`src/rtl/axi_lite_master.sv`:
```
// AXI4-Lite single-outstanding master.
// Accepts one command at a time on a valid/ready command port, runs the
// matching AXI4-Lite write (AW+W then B) or read (AR then R) transaction, and
// presents the result on a valid/ready response port until it is consumed.
// Every AXI VALID/READY output and every response output comes straight from
// a flop. The FSM is a state/datapath register process plus one
// combinational next-value process.
module axi_lite_master #(
  parameter int ADDR_W = 32
) (
  input  logic              M_AXI_ACLK,
  input  logic              M_AXI_ARESETN,
  // command port
  input  logic              cmd_valid,
  output logic              cmd_ready,
  input  logic              cmd_write,
  input  logic [ADDR_W-1:0] cmd_addr,
  input  logic [31:0]       cmd_wdata,
  input  logic [3:0]        cmd_wstrb,
  // response port
  output logic              rsp_valid,
  input  logic              rsp_ready,
  output logic [31:0]       rsp_rdata,
  output logic              rsp_err,
  output logic              rsp_write,
  // write address channel
  output logic [ADDR_W-1:0] M_AXI_AWADDR,
  output logic [2:0]        M_AXI_AWPROT,
  output logic              M_AXI_AWVALID,
  input  logic              M_AXI_AWREADY,
  // write data channel
  output logic [31:0]       M_AXI_WDATA,
  output logic [3:0]        M_AXI_WSTRB,
  output logic              M_AXI_WVALID,
  input  logic              M_AXI_WREADY,
  // write response channel
  input  logic [1:0]        M_AXI_BRESP,
  input  logic              M_AXI_BVALID,
  output logic              M_AXI_BREADY,
  // read address channel
  output logic [ADDR_W-1:0] M_AXI_ARADDR,
  output logic [2:0]        M_AXI_ARPROT,
  output logic              M_AXI_ARVALID,
  input  logic              M_AXI_ARREADY,
  // read data channel
  input  logic [31:0]       M_AXI_RDATA,
  input  logic [1:0]        M_AXI_RRESP,
  input  logic              M_AXI_RVALID,
  output logic              M_AXI_RREADY
);

  typedef enum logic [2:0] {
    IDLE  = 3'd0,
    WREQ  = 3'd1,
    WRESP = 3'd2,
    RREQ  = 3'd3,
    RRESP = 3'd4,
    RSP   = 3'd5
  } state_t;

  // Error responses are SLVERR (2'b10) and DECERR (2'b11); bit 1 alone
  // distinguishes them from OKAY/EXOKAY.
  function automatic logic resp_is_error(input logic [1:0] resp);
    return resp[1];
  endfunction

  state_t state_r, state_s;

  logic [ADDR_W-1:0] addr_r, addr_s;
  logic [31:0]       wdata_r, wdata_s;
  logic [3:0]        wstrb_r, wstrb_s;
  logic              write_r, write_s;

  logic              cmd_ready_r, cmd_ready_s;
  logic              awvalid_r, awvalid_s;
  logic              wvalid_r, wvalid_s;
  logic              aw_done_r, aw_done_s;
  logic              w_done_r, w_done_s;
  logic              bready_r, bready_s;
  logic              arvalid_r, arvalid_s;
  logic              rready_r, rready_s;

  logic              rsp_valid_r, rsp_valid_s;
  logic [31:0]       rsp_rdata_r, rsp_rdata_s;
  logic              rsp_err_r, rsp_err_s;
  logic              rsp_write_r, rsp_write_s;

  // Channel handshakes. Each VALID flop is only ever high in its own state,
  // so READY (or B/R VALID) arriving at any other time has no effect.
  logic aw_hs_s, w_hs_s, b_hs_s, ar_hs_s, r_hs_s;
  assign aw_hs_s = awvalid_r & M_AXI_AWREADY;
  assign w_hs_s  = wvalid_r  & M_AXI_WREADY;
  assign b_hs_s  = bready_r  & M_AXI_BVALID;
  assign ar_hs_s = arvalid_r & M_AXI_ARREADY;
  assign r_hs_s  = rready_r  & M_AXI_RVALID;

  // The low response bit (EXOKAY vs OKAY) carries no information for the
  // response port; gathered here so it is visibly consumed.
  logic unused_resp_lsb_s;
  assign unused_resp_lsb_s = M_AXI_BRESP[0] ^ M_AXI_RRESP[0];

  // Next-state and next-register values; every register holds by default.
  always_comb begin
    state_s     = state_r;
    addr_s      = addr_r;
    wdata_s     = wdata_r;
    wstrb_s     = wstrb_r;
    write_s     = write_r;
    awvalid_s   = awvalid_r;
    wvalid_s    = wvalid_r;
    aw_done_s   = aw_done_r;
    w_done_s    = w_done_r;
    bready_s    = bready_r;
    arvalid_s   = arvalid_r;
    rready_s    = rready_r;
    rsp_valid_s = rsp_valid_r;
    rsp_rdata_s = rsp_rdata_r;
    rsp_err_s   = rsp_err_r;
    rsp_write_s = rsp_write_r;
    cmd_ready_s = 1'b0;

    case (state_r)
      IDLE: begin
        if (cmd_valid && cmd_ready_r) begin
          addr_s  = cmd_addr;
          wdata_s = cmd_wdata;
          wstrb_s = cmd_wstrb;
          write_s = cmd_write;
          if (cmd_write) begin
            state_s   = WREQ;
            awvalid_s = 1'b1;
            wvalid_s  = 1'b1;
            aw_done_s = 1'b0;
            w_done_s  = 1'b0;
          end else begin
            state_s   = RREQ;
            arvalid_s = 1'b1;
          end
        end else begin
          state_s = IDLE;
        end
      end

      WREQ: begin
        // AW and W complete independently, in either order or together.
        if (aw_hs_s) begin
          awvalid_s = 1'b0;
          aw_done_s = 1'b1;
        end else begin
          awvalid_s = awvalid_r;
        end
        if (w_hs_s) begin
          wvalid_s = 1'b0;
          w_done_s = 1'b1;
        end else begin
          wvalid_s = wvalid_r;
        end
        if ((aw_done_r || aw_hs_s) && (w_done_r || w_hs_s)) begin
          state_s  = WRESP;
          bready_s = 1'b1;
        end else begin
          state_s = WREQ;
        end
      end

      WRESP: begin
        if (b_hs_s) begin
          bready_s    = 1'b0;
          rsp_valid_s = 1'b1;
          rsp_rdata_s = 32'h0000_0000;
          rsp_err_s   = resp_is_error(M_AXI_BRESP);
          rsp_write_s = write_r;
          state_s     = RSP;
        end else begin
          state_s = WRESP;
        end
      end

      RREQ: begin
        if (ar_hs_s) begin
          arvalid_s = 1'b0;
          rready_s  = 1'b1;
          state_s   = RRESP;
        end else begin
          state_s = RREQ;
        end
      end

      RRESP: begin
        if (r_hs_s) begin
          rready_s    = 1'b0;
          rsp_valid_s = 1'b1;
          rsp_rdata_s = M_AXI_RDATA;
          rsp_err_s   = resp_is_error(M_AXI_RRESP);
          rsp_write_s = write_r;
          state_s     = RSP;
        end else begin
          state_s = RRESP;
        end
      end

      RSP: begin
        // Response outputs are frozen until the consumer takes them.
        if (rsp_ready) begin
          rsp_valid_s = 1'b0;
          state_s     = IDLE;
        end else begin
          state_s = RSP;
        end
      end

      default: begin
        // Unreachable encodings fall back to a quiet IDLE.
        state_s     = IDLE;
        awvalid_s   = 1'b0;
        wvalid_s    = 1'b0;
        bready_s    = 1'b0;
        arvalid_s   = 1'b0;
        rready_s    = 1'b0;
        rsp_valid_s = 1'b0;
      end
    endcase

    // cmd_ready is a flop tracking "the next state is IDLE".
    if (state_s == IDLE) begin
      cmd_ready_s = 1'b1;
    end else begin
      cmd_ready_s = 1'b0;
    end
  end

  // State and datapath registers; reset aborts any transaction in flight.
  always_ff @(posedge M_AXI_ACLK or negedge M_AXI_ARESETN) begin
    if (!M_AXI_ARESETN) begin
      state_r     <= IDLE;
      addr_r      <= {ADDR_W{1'b0}};
      wdata_r     <= 32'h0000_0000;
      wstrb_r     <= 4'h0;
      write_r     <= 1'b0;
      cmd_ready_r <= 1'b0;
      awvalid_r   <= 1'b0;
      wvalid_r    <= 1'b0;
      aw_done_r   <= 1'b0;
      w_done_r    <= 1'b0;
      bready_r    <= 1'b0;
      arvalid_r   <= 1'b0;
      rready_r    <= 1'b0;
      rsp_valid_r <= 1'b0;
      rsp_rdata_r <= 32'h0000_0000;
      rsp_err_r   <= 1'b0;
      rsp_write_r <= 1'b0;
    end else begin
      state_r     <= state_s;
      addr_r      <= addr_s;
      wdata_r     <= wdata_s;
      wstrb_r     <= wstrb_s;
      write_r     <= write_s;
      cmd_ready_r <= cmd_ready_s;
      awvalid_r   <= awvalid_s;
      wvalid_r    <= wvalid_s;
      aw_done_r   <= aw_done_s;
      w_done_r    <= w_done_s;
      bready_r    <= bready_s;
      arvalid_r   <= arvalid_s;
      rready_r    <= rready_s;
      rsp_valid_r <= rsp_valid_s;
      rsp_rdata_r <= rsp_rdata_s;
      rsp_err_r   <= rsp_err_s;
      rsp_write_r <= rsp_write_s;
    end
  end

  assign cmd_ready     = cmd_ready_r;
  assign rsp_valid     = rsp_valid_r;
  assign rsp_rdata     = rsp_rdata_r;
  assign rsp_err       = rsp_err_r;
  assign rsp_write     = rsp_write_r;

  assign M_AXI_AWADDR  = addr_r;
  assign M_AXI_AWPROT  = 3'b000;
  assign M_AXI_AWVALID = awvalid_r;
  assign M_AXI_WDATA   = wdata_r;
  assign M_AXI_WSTRB   = wstrb_r;
  assign M_AXI_WVALID  = wvalid_r;
  assign M_AXI_BREADY  = bready_r;
  assign M_AXI_ARADDR  = addr_r;
  assign M_AXI_ARPROT  = 3'b000;
  assign M_AXI_ARVALID = arvalid_r;
  assign M_AXI_RREADY  = rready_r;

endmodule

```
`config.mk`:
```
export PLATFORM = sky130hd
export DESIGN_NAME = axi_lite_master
export DESIGN_NICKNAME = d
export VERILOG_FILES = /design/src/rtl/axi_lite_master.sv
export SDC_FILE = /design/constraint.sdc
export NUM_CORES = 1
export LEC_CHECK = 0
export BUFFER_PORTS_ARGS = -buffer_cell sky130_fd_sc_hd__buf_2
export CAP_MARGIN = 10
export CELL_PAD_IN_SITES_DETAIL_PLACEMENT = 0
export CELL_PAD_IN_SITES_GLOBAL_PLACEMENT = 1
export CORE_AREA = 2 2 125 127
export CTS_BUF_LIST = sky130_fd_sc_hd__clkbuf_16
export DETAILED_ROUTE_END_ITERATION = 7
export DIE_AREA = 0 0 127 129
export MAX_ROUTING_LAYER = met4
export PLACE_DENSITY = 0.86
export SLEW_MARGIN = 20
export SYNTH_ARGS = -nofsm -noshare
export SYNTH_HDL_FRONTEND = slang
export SYNTH_SLANG_ARGS = --single-unit
```
`constraint.sdc`:
```
create_clock -name M_AXI_ACLK -period 2.2 [get_ports M_AXI_ACLK]
set_input_delay 0.44 -clock M_AXI_ACLK [delete_from_list [all_inputs] [get_ports M_AXI_ACLK]]
set_output_delay 0.44 -clock M_AXI_ACLK [all_outputs]
set_load 0.1 [all_outputs]
```
# --- Word-level counts from Yosys, hierarchy flattened ---
# Cells that the tools add are included.
totals:
  register_bits: 115
  word_cells: 109
  out_inout_bits: 147
  inputBits: 114
classes:
  bitwise_logic: 10
  n_reduce_logical: 23
  n_mux: 44
  n_eq_ne: 15
op_table:
  columns: ["op", "n"]
  rows:
  - ["32-bit two-way mux", 2]
  - ["32-bit case mux with 2 select lines", 1]
  - ["1-bit two-way mux", 24]
  - ["4-bit AND reduction", 6]
  - ["2-bit inequality test, second input constant", 10]
  - ["3-bit case mux with 6 select lines", 1]
  - ["4-bit OR reduction", 4]
  - ["1-bit case mux with 3 select lines", 5]
  - ["3-bit two-way mux", 4]
  - ["3-bit AND reduction", 3]
  - ["1-bit case mux with 2 select lines", 4]
  - ["3-bit by 2-bit == test with 1-bit output, second input constant", 2]
  - ["3-bit == test, second input constant", 2]
  - ["3-bit logical NOT", 2]
  - ["1-bit bitwise AND", 5]
  - ["1-bit NOT", 5]
  - ["2-bit two-way mux", 2]
  - ["1-bit case mux with 4 select lines", 1]
  - ["2-bit nonzero test", 2]
  - ["3-bit by 1-bit == test with 1-bit output, second input constant", 1]
  - ["3-bit OR reduction", 1]
  - ["1-bit logical AND", 2]
  - ["1-bit logical OR", 2]
  - ["2-bit AND reduction", 1]

# --- Depth between registers and ports, before layout ---
logic_depth:
  ltp_word: 7
  depth_mapped: 7
  mapped_depth_nobuf: 5

# --- Worst setup path before layout ---
# Ideal clock, no wire load.
synth_path:
  path_kind: "reg2reg"
  start: "reg cmd_ready_r, in the netlist cmd_ready"
  end: "reg addr_r[0], in the netlist M_AXI_ARADDR[0]"
  n_path_buf: 2
  t_arrival_ps: 1880
  setup_time_ps: 126
  path_stages_with_launch: 6
  setup_slack_ps: 194
  synth_period_minus_slack_ps: 2006
  t_required_ps: 2074
  path_cell_list: "dfrtp_1 nand2_1 and2b_1 buf_6 buf_4 mux2_2"
synth_via:
  elab_chain_len: 2
synth_lines:
  columns: ["element", "line", "source"]
  rows:
  - ["start, declared", "74", "logic cmd_ready_r, cmd_ready_s;"]
  - ["start signal, assigned", "258", "cmd_ready_r <= cmd_ready_s;"]
  - ["1-bit logical AND", "124", "if (cmd_valid && cmd_ready_r) begin"]
  - ["2-bit AND reduction (no line)", null, null]
  - ["end signal, assigned", "236", "addr_r <= {ADDR_W{1'b0}};"]
  - ["end signal, assigned", "254", "addr_r <= addr_s;"]
  - ["end, declared", "69", "logic [ADDR_W-1:0] addr_r, addr_s;"]
# Every way passes these cells.
# A chain may end at the register's enable or synchronous reset.

# --- Worst setup path in the final report ---
layout_path:
  start: "reg state_r[1]"
  end: "reg rsp_rdata_r[14], in the netlist rsp_rdata[14]"
layout_via:
  elab_chain_len: 3
  word_cells_on_any_way: 7
  cone_classes: "eq/ne (4); mux (1); reduce/logical (2)"
layout_lines:
  columns: ["element", "line", "source"]
  rows:
  - ["start, declared", "67", "state_t state_r, state_s;"]
  - ["start signal, assigned", "253", "state_r <= state_s;"]
  - ["3-bit == test / 3-bit by 2-bit == test with 1-bit output (equally long branches)", "122", "case (state_r)"]
  - ["2-bit inequality test (no line) / 2-bit nonzero test (equally long branches)", null, null]
  - ["3-bit AND reduction (no line)", null, null]
  - ["end signal, assigned", "267", "rsp_rdata_r <= rsp_rdata_s;"]
  - ["end, declared", "84", "logic [31:0] rsp_rdata_r, rsp_rdata_s;"]
# Parallel ways exist; a longest one is shown, timed or not.

==> run_results.csv <==
group,metric,value,unit
setup_path,critPathMaxStageDelay,0.70,ns
sta,period_minus_slack,2.01,ns
synthesis,yosys_warnings,0,
sta,finalHoldViolCount,0,
sta,slew_violations,0,
setup_path,start_kind,"flip-flop",
synthesis,synth_top_family_by_area,"multiplexers",
sta,tightest_slew,0.568,ns
synthesis,synthMuxAreaShare,21.6,%
clock_network,ctsResizeCount,0,
grt,grt.overflow.total,0,
layout,drive_above_1_share,55.3,%
placement,dpl.hpwl,9510,um
synthesis,netlist_area,5180,um2
floorplanning,std_cell_rows,45,
setup_path,cp_slowest_cell,"dfrtp_1",
floorplanning,die-area,16400,um2
setup_path,critPathRequiredTime,2.51,ns
drt,wl_per_cell,14.7,um
synthesis,synthFlopType,"dfrtp_1",
setup_path,path_class,"reg -> reg",
sta,fin_hold_ws,0.266,ns
synthesis,synthSimpleGateAreaFrac,7.19,%
floorplanning,core,15000,um2
layout,syn2layout_area_growth,33.5,%
hold_path,hp-class,"in -> reg",
synthesis,synth_xor_xnor_area_share,0.169,%
hold_path,min_path_cells,2,
drt,vias,3856,
drt,initialDrtViolationCount,136,
setup_path,ff2ff_path_depth,5,
placement,finalWeightedCongestion,0.818,
setup_path,crit_path_end_kind,"flip-flop",
setup_path,crit_chain,"nor2b_1 -> a21oi_2 -> nand2_4 -> buf_12 -> mux2i_1",
grt,grt_pass1_wl,19800,um
clock_network,ctsHoldBuffers,1,
floorplanning,start_util,34.6,%
layout,fin_area,6920,um2
outcome,outcome,"finished, final reports clean",
clock_network,numCtsBuffers,17,
clock_network,htree_levels,4,
synthesis,synth-async-reset-ratio,100,%
sta,finalSetupViolCount,0,
layout,final_cell_mix,"buf_2 (251), dfrtp_1 (115), mux2_2 (70)",
sta,rsz0062_at_grt,"false",
synthesis,synth-compound-area-share,3.74,%
sta,fmax,0.498,GHz
layout,final_common_cell,"buf_2",
sta,finClkSkew,0.00610,ns
grt,antenna_found_initial,0,
drt,drc,0,
layout,final_nets,765,
drt,wl,12400,um
clock_network,clock_path_buffers,2,
synthesis,synth.distinct_cells,38,
floorplanning,dieHeight,129,um
drt,ant_nets,0,
synthesis,syn_avg_cell_area,12.5,um2
clock_network,root_buffer,"clkbuf_16",
grt,grt_max_degree,54,
layout,antenna_cells,0,
sta,min_period_over_period,91.3,%
floorplanning,num_io_pins,261,
synthesis,synth_edf_count,0,
grt,groute.usage.overall,15.9,%
clock_network,cts.sinks,115,
synthesis,ys_ff_latch,115,
grt,grt_pass1_vias,4008,
floorplanning,die_w,127,um
job,cap_viol_max_count,0,
clock_network,postCtsSetupBuffers,0,
synthesis,ys_seq_area_share,55.5,%
placement,placed_cell_area,6400,um2
drt,drtPass1Iterations,4,
clock_network,cts_tree,"built",
clock_network,clk-insertion-delay-late,0.40,ns
drt,viasPerCell,4.56,
sta,worst_slew_margin_rel,62.1,%
setup_path,cp.arrival,2.32,ns
placement,port_buffers,252,
synthesis,synth-adder-area-share,0.724,%
setup_path,path_max_fanout,25,
sta,setup_tns,0,ns
clock_network,path_clk_slew,0.05,ns
synthesis,synthCells,415,
==> worst paths after layout <==
| check | startpoint | endpoint | slack (ns) |
|---|---|---|---|
| max | state_r[1]$_DFF_PN0_ | rsp_rdata[14]$_DFFE_PN0P_ | 0.19 |
| min | cmd_addr[3] | M_AXI_ARADDR[3]$_DFFE_PN0P_ | 0.27 |
| max reg2reg | state_r[1]$_DFF_PN0_ | rsp_rdata[14]$_DFFE_PN0P_ | 0.19 |
| min reg2reg | M_AXI_WDATA[3]$_DFFE_PN0P_ | M_AXI_WDATA[3]$_DFFE_PN0P_ | 0.50 |
| max in group asynchronous | M_AXI_ARESETN | rsp_rdata[4]$_DFFE_PN0P_ | 1.08 |
| min in group asynchronous | M_AXI_ARESETN | M_AXI_WDATA[10]$_DFFE_PN0P_ | 0.51 |
==> routing by layer <==
metal	global-route usage, %	vias to the layer above	wire length (um)
met5	-	-	0
met1	16.9	1887	4720
met3	4.95	12	765
met2	28.5	144	6800
met4	4.72	0	143
li1	-	1813	-
==> synthesized netlist by cell type (2+ instances only) <==
cell type	count	area share, %
dfrtp_1	115	56
mux2_2	70	15
buf_4	46	6.7
nand2_1	40	2.9
inv_1	35	2.5
mux2i_1	33	6.4
nor2_1	10	0.72
a21oi_1	7	0.68
buf_6	7	1.5
o21ai_0	7	0.68
a31oi_1	5	0.60
nand3_1	5	0.48
a221oi_1	3	0.51
buf_2	3	0.29
ha_1	3	0.72
a21o_1	2	0.29
nor2b_1	2	0.24
nor3b_1	2	0.29
==> final cells by class <==
class / count / area (um2)
fillers: 1394 / 8060
flip-flops and latches: 115 / 2880
multi-input cells: 214 / 1760
repair buffers: 265 / 1410
clock buffers: 17 / 425
well taps: 188 / 235
inverters: 35 / 131
clock inverters: 12 / 77.6
==> critical path: cells and delay by family (launching register included) <==
family,cells,cell delay (ns)
and+or+nand+nor,2,0.58
AOI/OAI and AO/OA,1,0.15
muxes,1,0.22
buffers and inverters,1,0.24
DFF,1,0.70
==> state kept, by name, summed over array words and instances (netlist names), 3 cells and up <==
name,flops
rsp_rdata,32
M_AXI_WSTRB,4
M_AXI_ARADDR,32
M_AXI_WDATA,32
state_r,3
==> kinds of logic after synthesis <==
group | after synthesis
buffers and inverters | 91
other | 1
multiplexers | 103
XOR/XNOR | 1
AND/OR/NAND/NOR | 71
adder cells (fa/ha/maj) | 3
flip-flops | 115
AO/OA/AOI/OAI | 30
==> through the flow <==
| step | setup slack (ns) | cells | util (%) |
|---|---|---|---|
| floorplan | 0.194 | 420 | - |
| global route | 0.0199 | 846 | 46.2 |
| CTS | 0.169 | 846 | 46.2 |
| finish | 0.191 | 846 | 46.2 |
| global placement | 0.272 | 816 | 42.8 |
| detailed placement | 0.176 | 816 | 42.8 |
Power is not shown: default switching activity piles up to over one toggle a cycle in this logic, so the estimate is an artifact.
